==> src/rtl/collision_damage_gen_if.sv <==
// Handshake bundle between the main FSM / enemy table and the collision damage generator.
// The slave side is the damage generator; the master side is the main FSM plus enemy table.
interface collision_damage_gen_if #(
    parameter int NUM_ENEMIES = 8,
    parameter int X_W         = 8,
    parameter int Y_W         = 7
);
    localparam int SEL_W = $clog2(NUM_ENEMIES);

    logic             startScan;
    logic [X_W-1:0]   playerX;
    logic [Y_W-1:0]   playerY;
    logic [SEL_W-1:0] enemySel;
    logic [X_W-1:0]   enemyX;
    logic [Y_W-1:0]   enemyY;
    logic             enemyValid;
    logic             inUpdatePositionStateMain;
    logic             inGameOverState;
    logic             updateHealth;
    logic             enemyKill;
    logic [SEL_W-1:0] killIdx;
    logic             scanDone;
    logic             invulnerable;

    modport slave (
        input  startScan, playerX, playerY, enemyX, enemyY, enemyValid,
               inUpdatePositionStateMain, inGameOverState,
        output enemySel, updateHealth, enemyKill, killIdx, scanDone, invulnerable
    );

    modport master (
        output startScan, playerX, playerY, enemyX, enemyY, enemyValid,
               inUpdatePositionStateMain, inGameOverState,
        input  enemySel, updateHealth, enemyKill, killIdx, scanDone, invulnerable
    );
endinterface

==> src/rtl/collision_damage_gen.sv <==
// Per-frame enemy/player bounding-box scan issuing kill strobes and at most one
// health-damage pulse per frame, followed by a frame-counted invulnerability window.
module collision_damage_gen #(
    parameter int NUM_ENEMIES   = 8,
    parameter int X_W           = 8,
    parameter int Y_W           = 7,
    parameter int PLAYER_SIZE   = 8,
    parameter int ENEMY_SIZE    = 4,
    parameter int INVULN_FRAMES = 60
) (
    input  logic                  clk,
    input  logic                  reset,
    collision_damage_gen_if.slave bus
);
    localparam int SEL_W = $clog2(NUM_ENEMIES);
    localparam logic [SEL_W-1:0] LAST_SLOT = SEL_W'(NUM_ENEMIES - 1);
    localparam logic [X_W:0]     PSZ_X     = (X_W + 1)'(PLAYER_SIZE);
    localparam logic [X_W:0]     ESZ_X     = (X_W + 1)'(ENEMY_SIZE);
    localparam logic [Y_W:0]     PSZ_Y     = (Y_W + 1)'(PLAYER_SIZE);
    localparam logic [Y_W:0]     ESZ_Y     = (Y_W + 1)'(ENEMY_SIZE);
    localparam logic [7:0]       INV_LOAD  = 8'(INVULN_FRAMES);

    typedef enum logic [1:0] {IDLE, SCAN, DONE, PENDING} state_t;

    state_t           r_state;
    state_t           w_next_state;
    logic [SEL_W-1:0] r_sel;
    logic             r_hit;
    logic [7:0]       r_inv_cnt;

    logic [X_W:0] w_ex, w_px;
    logic [Y_W:0] w_ey, w_py;
    logic         w_overlap;
    logic         w_hit_slot;
    logic         w_invuln;

    // One extra bit on every sum so boxes near the coordinate maximum never wrap.
    assign w_ex = {1'b0, bus.enemyX};
    assign w_px = {1'b0, bus.playerX};
    assign w_ey = {1'b0, bus.enemyY};
    assign w_py = {1'b0, bus.playerY};

    assign w_overlap = (w_ex < (w_px + PSZ_X)) && (w_px < (w_ex + ESZ_X)) &&
                       (w_ey < (w_py + PSZ_Y)) && (w_py < (w_ey + ESZ_Y));
    assign w_hit_slot = bus.enemyValid && w_overlap;
    assign w_invuln   = (r_inv_cnt != 8'd0);

    assign bus.enemySel     = r_sel;
    assign bus.killIdx      = r_sel;
    assign bus.invulnerable = w_invuln;

    always_ff @(posedge clk) begin
        if (reset || bus.inGameOverState) begin
            r_state   <= IDLE;
            r_sel     <= '0;
            r_hit     <= 1'b0;
            r_inv_cnt <= 8'd0;
        end else begin
            r_state <= w_next_state;
            unique case (r_state)
                IDLE: begin
                    if (bus.startScan) begin
                        r_hit <= 1'b0;
                        if (w_invuln) r_inv_cnt <= r_inv_cnt - 8'd1;
                    end
                end
                SCAN: begin
                    if (w_hit_slot && !w_invuln) r_hit <= 1'b1;
                    r_sel <= (r_sel == LAST_SLOT) ? '0 : r_sel + 1'b1;
                end
                DONE: begin
                end
                PENDING: begin
                    // A frame tick here only ages the window; the scan for that frame is skipped.
                    if (bus.startScan && w_invuln) r_inv_cnt <= r_inv_cnt - 8'd1;
                    if (bus.inUpdatePositionStateMain) begin
                        r_inv_cnt <= INV_LOAD;
                        r_hit     <= 1'b0;
                    end
                end
                default: begin
                end
            endcase
        end
    end

    always_comb begin
        w_next_state     = r_state;
        bus.enemyKill    = 1'b0;
        bus.updateHealth = 1'b0;
        bus.scanDone     = 1'b0;
        unique case (r_state)
            IDLE: begin
                if (bus.startScan) w_next_state = SCAN;
            end
            SCAN: begin
                bus.enemyKill = w_hit_slot;
                if (r_sel == LAST_SLOT) w_next_state = DONE;
            end
            DONE: begin
                bus.scanDone = 1'b1;
                w_next_state = r_hit ? PENDING : IDLE;
            end
            PENDING: begin
                bus.updateHealth = bus.inUpdatePositionStateMain;
                if (bus.inUpdatePositionStateMain) w_next_state = IDLE;
            end
            default: begin
                w_next_state = IDLE;
            end
        endcase
    end
endmodule

==> src/flat_wrapper.sv <==
// flat-port wrapper written by rule: the top's interface ports become plain ports
module collision_damage_gen_flat 
#(
    parameter int NUM_ENEMIES   = 8,
    parameter int X_W           = 8,
    parameter int Y_W           = 7,
    parameter int PLAYER_SIZE   = 8,
    parameter int ENEMY_SIZE    = 4,
    parameter int INVULN_FRAMES = 60
)
  (clk, reset, bus_startScan, bus_playerX, bus_playerY, bus_enemyX, bus_enemyY, bus_enemyValid, bus_inUpdatePositionStateMain, bus_inGameOverState, bus_enemySel, bus_updateHealth, bus_enemyKill, bus_killIdx, bus_scanDone, bus_invulnerable);
  collision_damage_gen_if #(.NUM_ENEMIES(NUM_ENEMIES), .X_W(X_W), .Y_W(Y_W)) bus_i ();
  input  logic clk;
  input  logic reset;
  input wire logic [$bits(bus_i.startScan)-1:0] bus_startScan;
  input wire logic [$bits(bus_i.playerX)-1:0] bus_playerX;
  input wire logic [$bits(bus_i.playerY)-1:0] bus_playerY;
  input wire logic [$bits(bus_i.enemyX)-1:0] bus_enemyX;
  input wire logic [$bits(bus_i.enemyY)-1:0] bus_enemyY;
  input wire logic [$bits(bus_i.enemyValid)-1:0] bus_enemyValid;
  input wire logic [$bits(bus_i.inUpdatePositionStateMain)-1:0] bus_inUpdatePositionStateMain;
  input wire logic [$bits(bus_i.inGameOverState)-1:0] bus_inGameOverState;
  output wire logic [$bits(bus_i.enemySel)-1:0] bus_enemySel;
  output wire logic [$bits(bus_i.updateHealth)-1:0] bus_updateHealth;
  output wire logic [$bits(bus_i.enemyKill)-1:0] bus_enemyKill;
  output wire logic [$bits(bus_i.killIdx)-1:0] bus_killIdx;
  output wire logic [$bits(bus_i.scanDone)-1:0] bus_scanDone;
  output wire logic [$bits(bus_i.invulnerable)-1:0] bus_invulnerable;
  assign bus_i.startScan = bus_startScan;
  assign bus_i.playerX = bus_playerX;
  assign bus_i.playerY = bus_playerY;
  assign bus_i.enemyX = bus_enemyX;
  assign bus_i.enemyY = bus_enemyY;
  assign bus_i.enemyValid = bus_enemyValid;
  assign bus_i.inUpdatePositionStateMain = bus_inUpdatePositionStateMain;
  assign bus_i.inGameOverState = bus_inGameOverState;
  assign bus_enemySel = bus_i.enemySel;
  assign bus_updateHealth = bus_i.updateHealth;
  assign bus_enemyKill = bus_i.enemyKill;
  assign bus_killIdx = bus_i.killIdx;
  assign bus_scanDone = bus_i.scanDone;
  assign bus_invulnerable = bus_i.invulnerable;
  collision_damage_gen #(.NUM_ENEMIES(NUM_ENEMIES), .X_W(X_W), .Y_W(Y_W), .PLAYER_SIZE(PLAYER_SIZE), .ENEMY_SIZE(ENEMY_SIZE), .INVULN_FRAMES(INVULN_FRAMES)) u_core (.clk(clk), .reset(reset), .bus(bus_i));
endmodule
==> config.mk <==
export PLATFORM = sky130hd
export DESIGN_NAME = collision_damage_gen_flat
export DESIGN_NICKNAME = d
export VERILOG_FILES = /design/src/rtl/collision_damage_gen_if.sv /design/src/rtl/collision_damage_gen.sv /design/src/flat_wrapper.sv
export SDC_FILE = /design/constraint.sdc
export NUM_CORES = 1
export LEC_CHECK = 0
export CELL_PAD_IN_SITES_DETAIL_PLACEMENT = 0
export CELL_PAD_IN_SITES_GLOBAL_PLACEMENT = 1
export CORE_ASPECT_RATIO = 1.5
export CORE_UTILIZATION = 38
export CTS_CLUSTER_DIAMETER = 80
export CTS_CLUSTER_SIZE = 10
export DETAILED_ROUTE_END_ITERATION = 6
export PLACE_DENSITY = 0.92
export SETUP_SLACK_MARGIN = 0.5
export SLEW_MARGIN = 10
export SYNTH_ARGS = -nofsm -noshare
export SYNTH_HDL_FRONTEND = slang
export SYNTH_SLANG_ARGS = --single-unit
==> constraint.sdc <==
create_clock -name clk -period 6.2 [get_ports clk]
set_clock_uncertainty 0.2 [all_clocks]
set_input_delay 1.24 -clock clk [delete_from_list [all_inputs] [get_ports clk]]
set_output_delay 1.24 -clock clk [all_outputs]
set_load 0.05 [all_outputs]
After elaboration in Yosys (flattened, before gate mapping)
Index checks and enable logic that the tools add are counted.
- add/subtract/negate cells: 6
- magnitude comparators: 4
- equal/unequal tests: 10
- multiplexer cells: 18
- reduce and logical (&&, ||, !) cells: 15
- operator list (cell ; count):
    2-to-1 mux 8 bit ; 4
    less-than comparator 8 x 9 -> 1 bit ; 2
    less-than comparator 7 x 8 -> 1 bit ; 2
    one-hot mux 8 bit (2 select lines) ; 1
    adder 8 x 3 -> 9 bit, second input constant ; 1
    adder 8 x 4 -> 9 bit, second input constant ; 1
    adder 7 x 3 -> 8 bit, second input constant ; 1
    adder 7 x 4 -> 8 bit, second input constant ; 1
    2-to-1 mux 2 bit ; 4
    one-hot mux 2 bit (4 select lines) ; 1
    AND reduction 4 bit ; 2
    nonzero test 8 bit ; 1
    subtractor 8 x 1 -> 8 bit, second input constant ; 1
    logical AND 1 bit ; 6
    2-to-1 mux 1 bit ; 6
    != test 2 x 1 -> 1 bit, second input constant ; 3
    == test 2 bit, second input constant ; 2
    != test 2 bit, second input constant ; 2
    adder 3 x 1 -> 3 bit, second input constant ; 1
    == test 3 bit, second input constant ; 1
    2-to-1 mux 3 bit ; 1
    != test 3 x 2 -> 1 bit, second input constant ; 1
    one-hot mux 1 bit (3 select lines) ; 1
    AND reduction 3 bit ; 1
    6 further kinds ; 6
- bits in registers: 14
- input port bits: 36
- output and inout bits: 10
- word-level logic and storage cells: 57

Depth between registers and ports, before layout
Gate-level depths: netlist (run 1).
- word-level depth: 9
- gate-level depth with buffers: 9
- gate-level depth less buffers: 9

Worst setup path before layout (run 1)
No wires, ideal clock.
- path kind: input port to output port
- start: input bus_playerX[3]
- end: output bus_enemyKill
- arrival: 3.489 ns
- data required time: 4.760 ns
- setup slack: 1.271 ns
- stages on the path: 9
- buffers on the path: 0
- cells stage by stage: ha_1 xnor2_1 ha_1 a211o_1 a21oi_1 o21ai_0 o2111ai_1 nand4_1 nor3_1
- longest elaborated chain between the ends: 7
- elaborated cells between the ends (all ways): 8
- classes of those cells: 1 x add/sub; 2 x order compare; 1 x mux; 4 x reduce/logical
- ends and longest elaborated chain (item ; RTL line ; source):
    start, declared ; flat_wrapper.sv:16 ; input wire logic [$bits(bus_i.playerX)-1:0] bus_playerX;
    adder 8 x 4 -> 9 bit ; collision_damage_gen.sv:43 ; assign w_overlap = (w_ex < (w_px + PSZ_X)) && (w_px < (w_ex + ESZ_X)) &&
    less-than comparator 8 x 9 -> 1 bit ; collision_damage_gen.sv:43 ;
    logical AND 1 bit * (2 in a row) ; collision_damage_gen.sv:43 ;
    logical AND 1 bit * ; collision_damage_gen.sv:44 ; (w_ey < (w_py + PSZ_Y)) && (w_py < (w_ey + ESZ_Y));
    logical AND 1 bit * ; collision_damage_gen.sv:45 ; assign w_hit_slot = bus.enemyValid && w_overlap;
    2-to-1 mux 1 bit * ; collision_damage_gen.sv:92 ; unique case (r_state)
    end, declared ; flat_wrapper.sv:25 ; output wire logic [$bits(bus_i.enemyKill)-1:0] bus_enemyKill;
Every way passes the cells marked *; elsewhere a longest branch is shown, timed or not.

Worst setup path after layout (run 1)
- start: input bus_playerX[5]
- end: output bus_enemyKill
Same word-level chain as after synthesis.

==> metrics.cfg, run 1 <==
[status]
status = finished, final reports clean

[worst_setup_path]
cp_max_fo = 5
crit_type = in2out
r2r_slack_ns = 3.91
worstSetupEndpointType = output port
crit_required_ns = 4.76
r2r-start = u_core.r_inv_cnt[0]
r2r-end = u_core.r_inv_cnt[5]
crit_path_start_kind = primary input
r2r_cells = 8
worst_ep_arrival_time_ns = 3.74

[global_route]
grt_pass1_wl_mm = 5.55
overflow = 0
grtUsageTotal = 0.164
antenna_found_initial = 0
grt_max_degree = 13
grt_pass1_vias = 1426

[timing]
max_slew_margin = 0.653
fin_tns_setup_ns = 0
worst_slack_ns = 1.02
post-route-period-util = 0.835
fmax_mhz = 193
rsz0062_at_grt = no
setup_violations = 0
worst_slew_pin_slew_ns = 0.508
min_period_ns = 5.18
hold_viol_final = 0
slew_violations = 0

[logic_synthesis]
synth_top_cell_by_area = ha_1
postSynthCellCount = 193
synthTopCellsByArea = ha_1, dfxtp_1, xor2_1
synth.most_common_cell = ha_1
ys_ff_latch = 14
yosys-top-cells-count = ha_1, a21oi_1, inv_1, dfxtp_1, nand3_1
synth_fp_nets = 263
postSynthAreaPerCell_um2 = 8.25
ys_seq_area_frac = 0.176
ys_warn_count = 0
yosysTopAreaCellShare = 0.267
synth_edf_count = 0
yosysUniqueCellTypes = 41
ys.flop_type = dfxtp_1
async_flop_share = 0
syn_area_mm2 = 0.00159

[route]
drt-wirelength-per-cell_um = 12.0
drtIter0Drc = 14
wl_mm = 3.37
ant_nets = 0
drt-pass1-iter-count = 4
drc = 0
viasPerCell = 5.22
num_vias = 1467

[clocking]
cts_buffer_depth = 2
cts-root-buf = clkbuf_8
htree_levels = 1
post-cts-setup-buffers = 0
cts_tree = yes
cts.sinks = 14
clkLatencyLatePin_ns = 0.25
postCtsHoldBufs = 0
clkTransAtPathRegs_ns = 0.06
cts-buffers-inserted = 3

[place]
portBuffers = 45
place_ws_ns = 0.627
dp_cells = 277
dp_hpwl_mm = 2.88
routabilityCongestion = 0.757

[floorplanning]
start_util = 0.399
rows = 28
io_pins = 46
die_area_mm2 = 0.00446
die_h_um = 81.3
die_w_um = 54.9
core-area_mm2 = 0.00399

[power]
power_frac_clock = 0.139
ir_worst_vdd_v = 0.000671
switching_power_mw = 0.290
p_int_mw = 0.357
p_sw_frac = 0.448
seqPwrFrac = 0.208
power.static_leakage_nw = 0.935
combPwrFrac = 0.654
power_density_mw_per_mm2 = 306
power_mw = 0.647

[min_path]
hold_path_startpoint = u_core.bus.enemySel[1]
hold-path-cell-count = 2
hp-class = reg2reg
whs_endpoint = u_core.bus.enemySel[1]

[layout]
layout.cells.non_filler = 281
utilization = 0.529
drive_above_1_share = 0.0381
num-nets-final = 307
syn2layout_area_growth_pct = 32.8
diodes = 0

[run]
max_cap_viol_count = 0

## area by class of cell
type	count	area [um2]
sequential	14	280
multi-input combinational	157	1210
fill	394	1880
tap	45	56.3
inverter	16	60.1
timing repair buffer	45	453
clock buffer	4	55.1
## sequential cells by signal (all words and copies together), names as in the netlist
register / flops
u_core.r_inv_cnt: 8
u_core.bus.enemySel: 3
u_core.r_state: 2
u_core.r_hit: 1
## worst max-delay path: stages
cell and delay (ns):
clkdlybuf4s50_1 0.57, nand3_1 0.12, xor2_1 0.16, ha_1 0.29, a211o_1 0.26, a21oi_1 0.13
o21ai_0 0.10, o2111ai_1 0.11, nand4_1 0.15, nor3_1 0.16, dlymetal6s2s_1 0.45
## layer usage
metal  share of wire  track usage  vias to the layer above
li1                -            -                      779
met1            0.40        0.157                      653
met2            0.56        0.331                       30
met3           0.028       0.0150                        5
met4           0.012       0.0590                        0
met5               0            0                        -
## power by group through the flow
stage	Combinational, mW	Clock, mW	Sequential (mW)
global route	0.463	0.0939	0.139
floorplan	0.312	0	0.133
CTS	0.429	0.0902	0.135
detailed placement	0.426	0	0.137
finish	0.423	0.0896	0.134
global placement	0.418	0	0.136
## what timing repair did
item	in CTS	in global routing
resized for setup	0	1
setup endpoints to repair	0	1
hold endpoints to repair	0	0
## placed cells by master, fill, tap and decap left out, types with 2 or more instances in the layout
cell type / instances
a2111oi_0: 2
a211o_1: 4
a21o_1: 2
a21oi_1: 16
and3_1: 4
clkbuf_8: 4
clkdlybuf4s50_1: 44
dfxtp_1: 14
ha_1: 34
inv_1: 16
nand2_1: 11
nand2b_1: 7
nand3_1: 14
nand3b_1: 2
nand4_1: 2
nor2_1: 10
nor2b_1: 2
nor3_1: 3
o2111ai_1: 3
o21a_1: 2
or2_2: 2
or4_1: 2
xnor2_1: 8
xor2_1: 12
## logic make-up (layout without fill, tap and decap cells)
| kind of cell | after synthesis | after routing | synth area share |
|---|---|---|---|
| xor gates and xnor gates | 20 | 20 | 0.110 |
| buffers and inverters | 22 | 65 | 0.0644 |
| DFF | 14 | 14 | 0.176 |
| AOI/OAI and AO/OA | 38 | 38 | 0.164 |
| and+or+nand+nor | 65 | 65 | 0.218 |
| adders and majority gates | 34 | 34 | 0.267 |
## how the worst max path moves through the flow
| stage | cells after the start | endpoint | start | slack, ns |
|---|---|---|---|---|
| floorplan | 9 | bus_enemyKill | bus_playerX[3] | 1.27 |
| global placement | 11 | bus_enemyKill | bus_playerX[5] | 0.60 |
| detailed placement | 11 | bus_enemyKill | bus_playerX[5] | 0.63 |
| CTS | 11 | bus_enemyKill | bus_playerX[5] | 0.61 |
| global route | 10 | bus_enemyKill | bus_playerY[3] | 0.73 |
| finish | 11 | bus_enemyKill | bus_playerX[5] | 1.02 |
## per-stage QoR
stage,area (um2),hold WS [ns]
after floorplan,1590,0.258
after global placement,2060,0.272
after detailed placement,2060,0.277
after CTS,2110,0.285
after global routing,2110,0.320
final,2110,0.280
Note: power is estimated with default switching activity, not from simulation.
==> run 2: changes to the inputs <==
- CORE_UTILIZATION: 38 -> 31
- PLACE_DENSITY: 0.92 -> 0.81
- clock period: 6.2 -> 4.2 ns (I/O delays scaled with it)
==> run 2 against run 1 <==
Against the previous run: global-route usage is 1.1 points lower; worst hold slack better by 0.0077 ns; cell count is 14% higher; die area is 22% higher; combinational power is 56% higher; critical path depth is 1 lower; highest routed layer unchanged; via count is 9.1% higher; first-iteration DRC count grew to 4.4 times the previous value; clock-buffer cell count stayed put.
==> metrics.cfg, run 2 (same netlist as run 1, synthesis figures left out) <==
[worst_setup_path]
crit_path_start_kind = primary input
r2r-end = u_core.r_hit
r2r_slack_ns = 1.31  ; -2.60 ns
worst_ep_arrival_time_ns = 2.73  ; -1.01 ns
path_cells = buf_8, ha_4, xnor2_2, ha_1, a21oi_2, o2111ai_1, a221oi_2, nand4_1, nor3_4, buf_12
crit_type = in2out
cpMaxStageDelayCell = ha_1
r2r-start = u_core.r_state[0]
worstSetupEndpointType = output port
cp_max_fo = 2  ; -3
r2r_cells = 15  ; +7
crit_required_ns = 3.16  ; -1.60 ns
slowest_delay_ns = 0.32  ; -0.25 ns

[route]
wl_mm = 4.00  ; +19%
ant_nets = 0  ; unchanged
drt-pass1-iter-count = 4  ; unchanged
viasPerCell = 4.98  ; -4.5%
drc = 0  ; unchanged
drt-wirelength-per-cell_um = 12.5  ; +3.9%
num_vias = 1600  ; +9.1%
drtIter0Drc = 61  ; +47

[global_route]
grtUsageTotal = 0.153  ; -0.0111
overflow = 0  ; unchanged
antenna_found_initial = 0  ; unchanged
grt_pass1_wl_mm = 6.62  ; +19%
grt_pass1_vias = 1603  ; +12%
grt_max_degree = 13  ; unchanged

[power]
power.static_leakage_nw = 1.06  ; +13%
power_frac_clock = 0.133  ; -0.006
switching_power_mw = 0.447  ; +54%
p_sw_frac = 0.451  ; +0.00281
power_density_mw_per_mm2 = 406  ; +33%
p_int_mw = 0.544  ; +52%
seqPwrFrac = 0.201  ; -0.007
ir_worst_vdd_v = 0.000308  ; -54%
combPwrFrac = 0.666  ; +0.012

[clocking]
cts_buffer_depth = 2  ; unchanged
postCtsHoldBufs = 0  ; unchanged
clkTransAtPathRegs_ns = 0.06  ; about the same
cts-buffers-inserted = 3  ; unchanged
cts_tree = yes
clkLatencyLatePin_ns = 0.24  ; about the same
cts.sinks = 14  ; unchanged
cts-root-buf = clkbuf_8
htree_levels = 1  ; unchanged

[timing]
min_period_ns = 3.77
setup_violations = 0  ; unchanged
worst_slack_ns = 0.432  ; -0.591 ns
worst_slew_pin_slew_ns = 0.499  ; -0.00906 ns
slew_violations = 0  ; unchanged
rsz0062_at_grt = yes
fin_tns_setup_ns = 0  ; unchanged
hold_viol_final = 0  ; unchanged
fmax_mhz = 265
post-route-period-util = 0.897
max_slew_margin = 0.666  ; +0.0138

[min_path]
whs_endpoint = u_core.bus.enemySel[1]
hold_path_startpoint = u_core.bus.enemySel[1]
hold-path-cell-count = 2  ; unchanged
hp-class = reg2reg

[floorplanning]
die_h_um = 89.8  ; +10%
start_util = 0.326  ; -0.0729
io_pins = 46  ; unchanged
die_w_um = 60.5  ; +10%
core-area_mm2 = 0.00489  ; +22%
die_area_mm2 = 0.00543  ; +22%
rows = 31  ; +11%

[layout]
layout_commonest_cell = ha_1
largest_register_ffs = 8  ; unchanged
layout_common_cells = ha_1, clkdlybuf4s50_1, inv_1
diodes = 0  ; unchanged
num-nets-final = 326  ; +6.2%
top_register = u_core.r_inv_cnt
syn2layout_area_growth_pct = 53.2
design_area_mm2 = 0.00244  ; +15%
drive_above_1_share = 0.255  ; +0.217

[place]
portBuffers = 45  ; unchanged
routabilityCongestion = 0.811  ; +7.2%
dp_hpwl_mm = 3.09  ; +7.0%
placed_area_mm2 = 0.00213  ; +3.8%
place_ws_ns = 0.0565  ; -0.570 ns

[status]
status = finished, final reports clean

[run]
max_cap_viol_count = 0  ; unchanged

==> run 2: changes by cell type in the layout (fill, tap and decap cells not counted), sizes merged <==
cell and delta:
buf +26, dlymetal6s2s -1, clkdlybuf4s15 +4, clkbuf +4, dlygate4sd2 +6, clkdlybuf4s50 -20
==> run 2: final cells by class <==
class	count	area, um2
flip-flops and latches	14	280
fillers	484	2450
well taps	66	82.6
repair buffers	64	616
inverters	16	60.1
multi-input cells	157	1350
clock buffers	4	55.1
==> run 2: how the worst max path moves through the flow <==
| stage | start | to | slack [ns] | cells past startpoint |
|---|---|---|---|---|
| 5_1_grt | bus_playerY[4] | bus_enemyKill | 0.34 | 10 |
| 3_5_place_dp | bus_playerX[3] | bus_enemyKill | 0.06 | 11 |
| 6_report | bus_playerY[4] | bus_enemyKill | 0.43 | 10 |
| 4_1_cts | bus_playerY[4] | bus_enemyKill | 0.46 | 10 |
| 2_1_floorplan | bus_playerX[3] | bus_enemyKill | 0.64 | 9 |
| 3_3_place_gp | bus_playerX[3] | bus_enemyKill | 0.11 | 11 |
==> run 2: worst max-delay path, delay by kind of cell <==
kind | cells | cell delay (ns)
AO/OA/AOI/OAI | 3 | 0.55
adder cells (fa/ha/maj) | 2 | 0.48
AND/OR/NAND/NOR | 2 | 0.45
buffers and inverters | 2 | 0.27
XOR/XNOR | 1 | 0.13
==> run 2: per-layer routing <==
layer / part of all wire / GRT usage / up-vias
met1: 0.40 / 0.166 / 738
met4: 0.025 / 0.0473 / 0
met3: 0.027 / 0.0129 / 10
met2: 0.55 / 0.292 / 38
met5: 0 / 0 / -
li1: - / - / 814
==> run 2: what timing repair did <==
action	4_1_cts	5_1_grt
gates resized for setup	72	25
setup endpoints to repair	1	2
hold endpoints to repair	0	0
pin swaps	14	12
buffers inserted	14	1
==> run 2: per-stage QoR <==
step | total power [mW] | hold slack (ns) | utilization | instances
after floorplan | 0.658 | 0.258 | - | 193
after global placement | 0.825 | 0.269 | 0.437 | 302
after detailed placement | 0.827 | 0.289 | 0.437 | 302
after CTS | 0.979 | 0.295 | 0.484 | 320
after global routing | 1.06 | 0.321 | 0.499 | 321
final | 0.990 | 0.288 | 0.499 | 321
==> run 2: power by group through the flow <==
stage | registers [mW] | clock network, mW | logic, mW
2_1_floorplan | 0.196 | 0 | 0.462
3_3_place_gp | 0.200 | 0 | 0.625
3_5_place_dp | 0.201 | 0 | 0.626
4_1_cts | 0.198 | 0.131 | 0.649
5_1_grt | 0.203 | 0.137 | 0.722
6_report | 0.199 | 0.132 | 0.660
==> run 3: changes to the inputs <==
- PLACE_DENSITY: 0.81 -> 0.76
==> run 3 against run 2 <==
Against the previous run: first-iteration DRC count grew 1.6%; critical endpoint unchanged; combinational power shrank 1%; utilization shrank 2.7 points; register-to-register slack gained 0.62 ns; via count shrank 2.1%; clock power shrank 14%.
==> metrics.cfg, run 3 (same netlist as run 1, synthesis figures left out) <==
[worst_setup_path]
cpMaxStageDelayCell = a211o_1
path_cells = buf_8, nand3_2, xor2_1, ha_1, a211o_1, a21oi_1, o21ai_1, o2111ai_1, nand4_1, nor3_4, buf_12
cp_max_fo = 3  ; +1
crit_type = in2out
crit_path_start_kind = primary input
slowest_delay_ns = 0.30  ; -0.02 ns
worst_ep_arrival_time_ns = 2.58  ; -0.15 ns
worstSetupEndpointType = output port
crit_required_ns = 3.16  ; about the same

[place]
portBuffers = 45  ; unchanged
dp_hpwl_mm = 3.02  ; -2.1%
dp_cells = 302  ; unchanged
routabilityCongestion = 0.765  ; -5.6%

[layout]
layout_commonest_cell = ha_1
syn2layout_area_growth_pct = 44.9
drive_above_1_share = 0.215  ; -0.0400
num-nets-final = 314  ; -3.7%
top_register = u_core.r_inv_cnt
fillCellCount = 517  ; +6.8%
layout.cells.non_filler = 308  ; -4.0%
largest_register_ffs = 8  ; unchanged
diodes = 0  ; unchanged
layout_common_cells = ha_1, clkdlybuf4s50_1, inv_1

[global_route]
overflow = 0  ; unchanged
antenna_found_initial = 0  ; unchanged
grtUsageTotal = 0.145  ; -0.00751
grt_use_met3 = 0.0129  ; unchanged
grt_max_degree = 13  ; unchanged
grt_pass1_wl_mm = 6.20  ; -6.4%
grt_pass1_vias = 1483  ; -7.5%
grtUsageMet1 = 0.161  ; -0.00499
busiest_layer = met2
use_met2 = 0.263  ; -0.0293

[clocking]
cts_tree = yes
cts-root-buf = clkbuf_8
htree_levels = 1  ; unchanged
cts-buffers-inserted = 3  ; unchanged
cts.sinks = 14  ; unchanged
clkTransAtPathRegs_ns = 0.06  ; about the same
postCtsHoldBufs = 0  ; unchanged
cts_buffer_depth = 2  ; unchanged
clkLatencyLatePin_ns = 0.25  ; about the same

[timing]
slew_violations = 0  ; unchanged
worst_slew_pin_slew_ns = 0.495  ; -0.00425 ns
max_slew_margin = 0.669  ; +0.00284
hold_viol_final = 0  ; unchanged
fmax_mhz = 276  ; +4.0%
fin_tns_setup_ns = 0  ; unchanged
min_period_ns = 3.62  ; -0.144 ns
rsz0062_at_grt = yes
post-route-period-util = 0.863  ; -0.0342
setup_violations = 0  ; unchanged

[power]
power_frac_clock = 0.118  ; -0.015
p_sw_frac = 0.460  ; +0.00899
seqPwrFrac = 0.206  ; +0.005
power.static_leakage_nw = 0.987  ; -6.7%
power_mw = 0.963  ; -2.8%
p_int_mw = 0.520  ; -4.4%
combPwrFrac = 0.677  ; +0.011
power_density_mw_per_mm2 = 417  ; +2.8%
switching_power_mw = 0.443  ; -0.85%
ir_worst_vdd_v = 0.000239  ; -22%

[floorplanning]
core-area_mm2 = 0.00489  ; unchanged
die_h_um = 89.8  ; unchanged
die_w_um = 60.5  ; unchanged
io_pins = 46  ; unchanged
rows = 31  ; unchanged
start_util = 0.326  ; unchanged
die_area_mm2 = 0.00543  ; unchanged

[route]
viasPerCell = 5.08  ; +2.0%
drtIter0Drc = 62  ; +1.6%
ant_nets = 0  ; unchanged
drc = 0  ; unchanged
drt-wirelength-per-cell_um = 12.1  ; -2.9%
num_vias = 1566  ; -2.1%
drt-pass1-iter-count = 4  ; unchanged
wl_mm = 3.73  ; -6.9%

[run]
max_cap_viol_count = 0  ; unchanged

[status]
status = finished, final reports clean

[min_path]
hp-class = reg2reg

==> run 3: cell types whose count changed in the layout (fill, tap and decap cells not counted), sizes merged <==
cell	before	now
dlymetal6s2s	0	1
dlygate4sd2	6	5
buf	26	16
clkdlybuf4s15	4	2
clkdlybuf4s50	24	23
==> run 3: power groups by stage <==
| stage | registers (mW) | clock network, mW | logic [mW] |
|---|---|---|---|
| final | 0.198 | 0.113 | 0.651 |
| after floorplan | 0.196 | 0 | 0.462 |
| after CTS | 0.198 | 0.115 | 0.644 |
| after global routing | 0.203 | 0.120 | 0.717 |
| after global placement | 0.200 | 0 | 0.626 |
| after detailed placement | 0.201 | 0 | 0.629 |
==> run 3: what timing repair did <==
item	CTS	global route
buffers inserted	2	1
gates resized for setup	71	24
pin swaps	20	11
endpoints found under the setup margin	1	1
==> run 3: layer usage <==
layer | part of all wire | vias to the layer above
met5 | 0 | -
met4 | 0.033 | 0
met1 | 0.40 | 724
met3 | 0.037 | 11
met2 | 0.53 | 43
li1 | - | 788
==> run 3: area by class of cell <==
cell class | instances | area [um2] | area share
well taps | 66 | 82.6 | 0.0358
inverters | 16 | 60.1 | 0.0260
flip-flops and latches | 14 | 280 | 0.121
multi-input cells | 157 | 1360 | 0.591
clock buffers | 3 | 41.3 | 0.0179
repair buffers | 52 | 479 | 0.208
==> run 3: path summary, 6_finish.rpt <==
path | startpoint | to | slack [ns] | depth (start not counted)
setup / recovery | bus_playerX[3] | bus_enemyKill | 0.58 | 11
setup reg to reg | u_core.r_inv_cnt[0] | u_core.r_inv_cnt[5] | 1.93 | 8
hold reg to reg | u_core.bus.enemySel[1] | u_core.bus.enemySel[1] | 0.28 | 2
hold / removal | u_core.bus.enemySel[1] | u_core.bus.enemySel[1] | 0.28 | 2
==> run 3: through the flow <==
| step | setup WS (ns) | hold slack, ns | util | instance area [um2] |
|---|---|---|---|---|
| 2_1_floorplan | 0.645 | 0.258 | - | 1600 |
| 3_3_place_gp | 0.0874 | 0.271 | 0.437 | 2130 |
| 3_5_place_dp | 0.0585 | 0.279 | 0.437 | 2130 |
| 4_1_cts | 0.453 | 0.285 | 0.463 | 2260 |
| 5_1_grt | 0.465 | 0.315 | 0.472 | 2310 |
| 6_report | 0.576 | 0.282 | 0.472 | 2310 |
==> run 3: worst max-delay path, delay by kind of cell <==
| family | cells | cell delay [ns] |
|---|---|---|
| AO/OA/AOI/OAI | 4 | 0.59 |
| XOR/XNOR | 1 | 0.14 |
| adder cells (fa/ha/maj) | 1 | 0.29 |
| buffers and inverters | 2 | 0.24 |
| AND/OR/NAND/NOR | 3 | 0.48 |
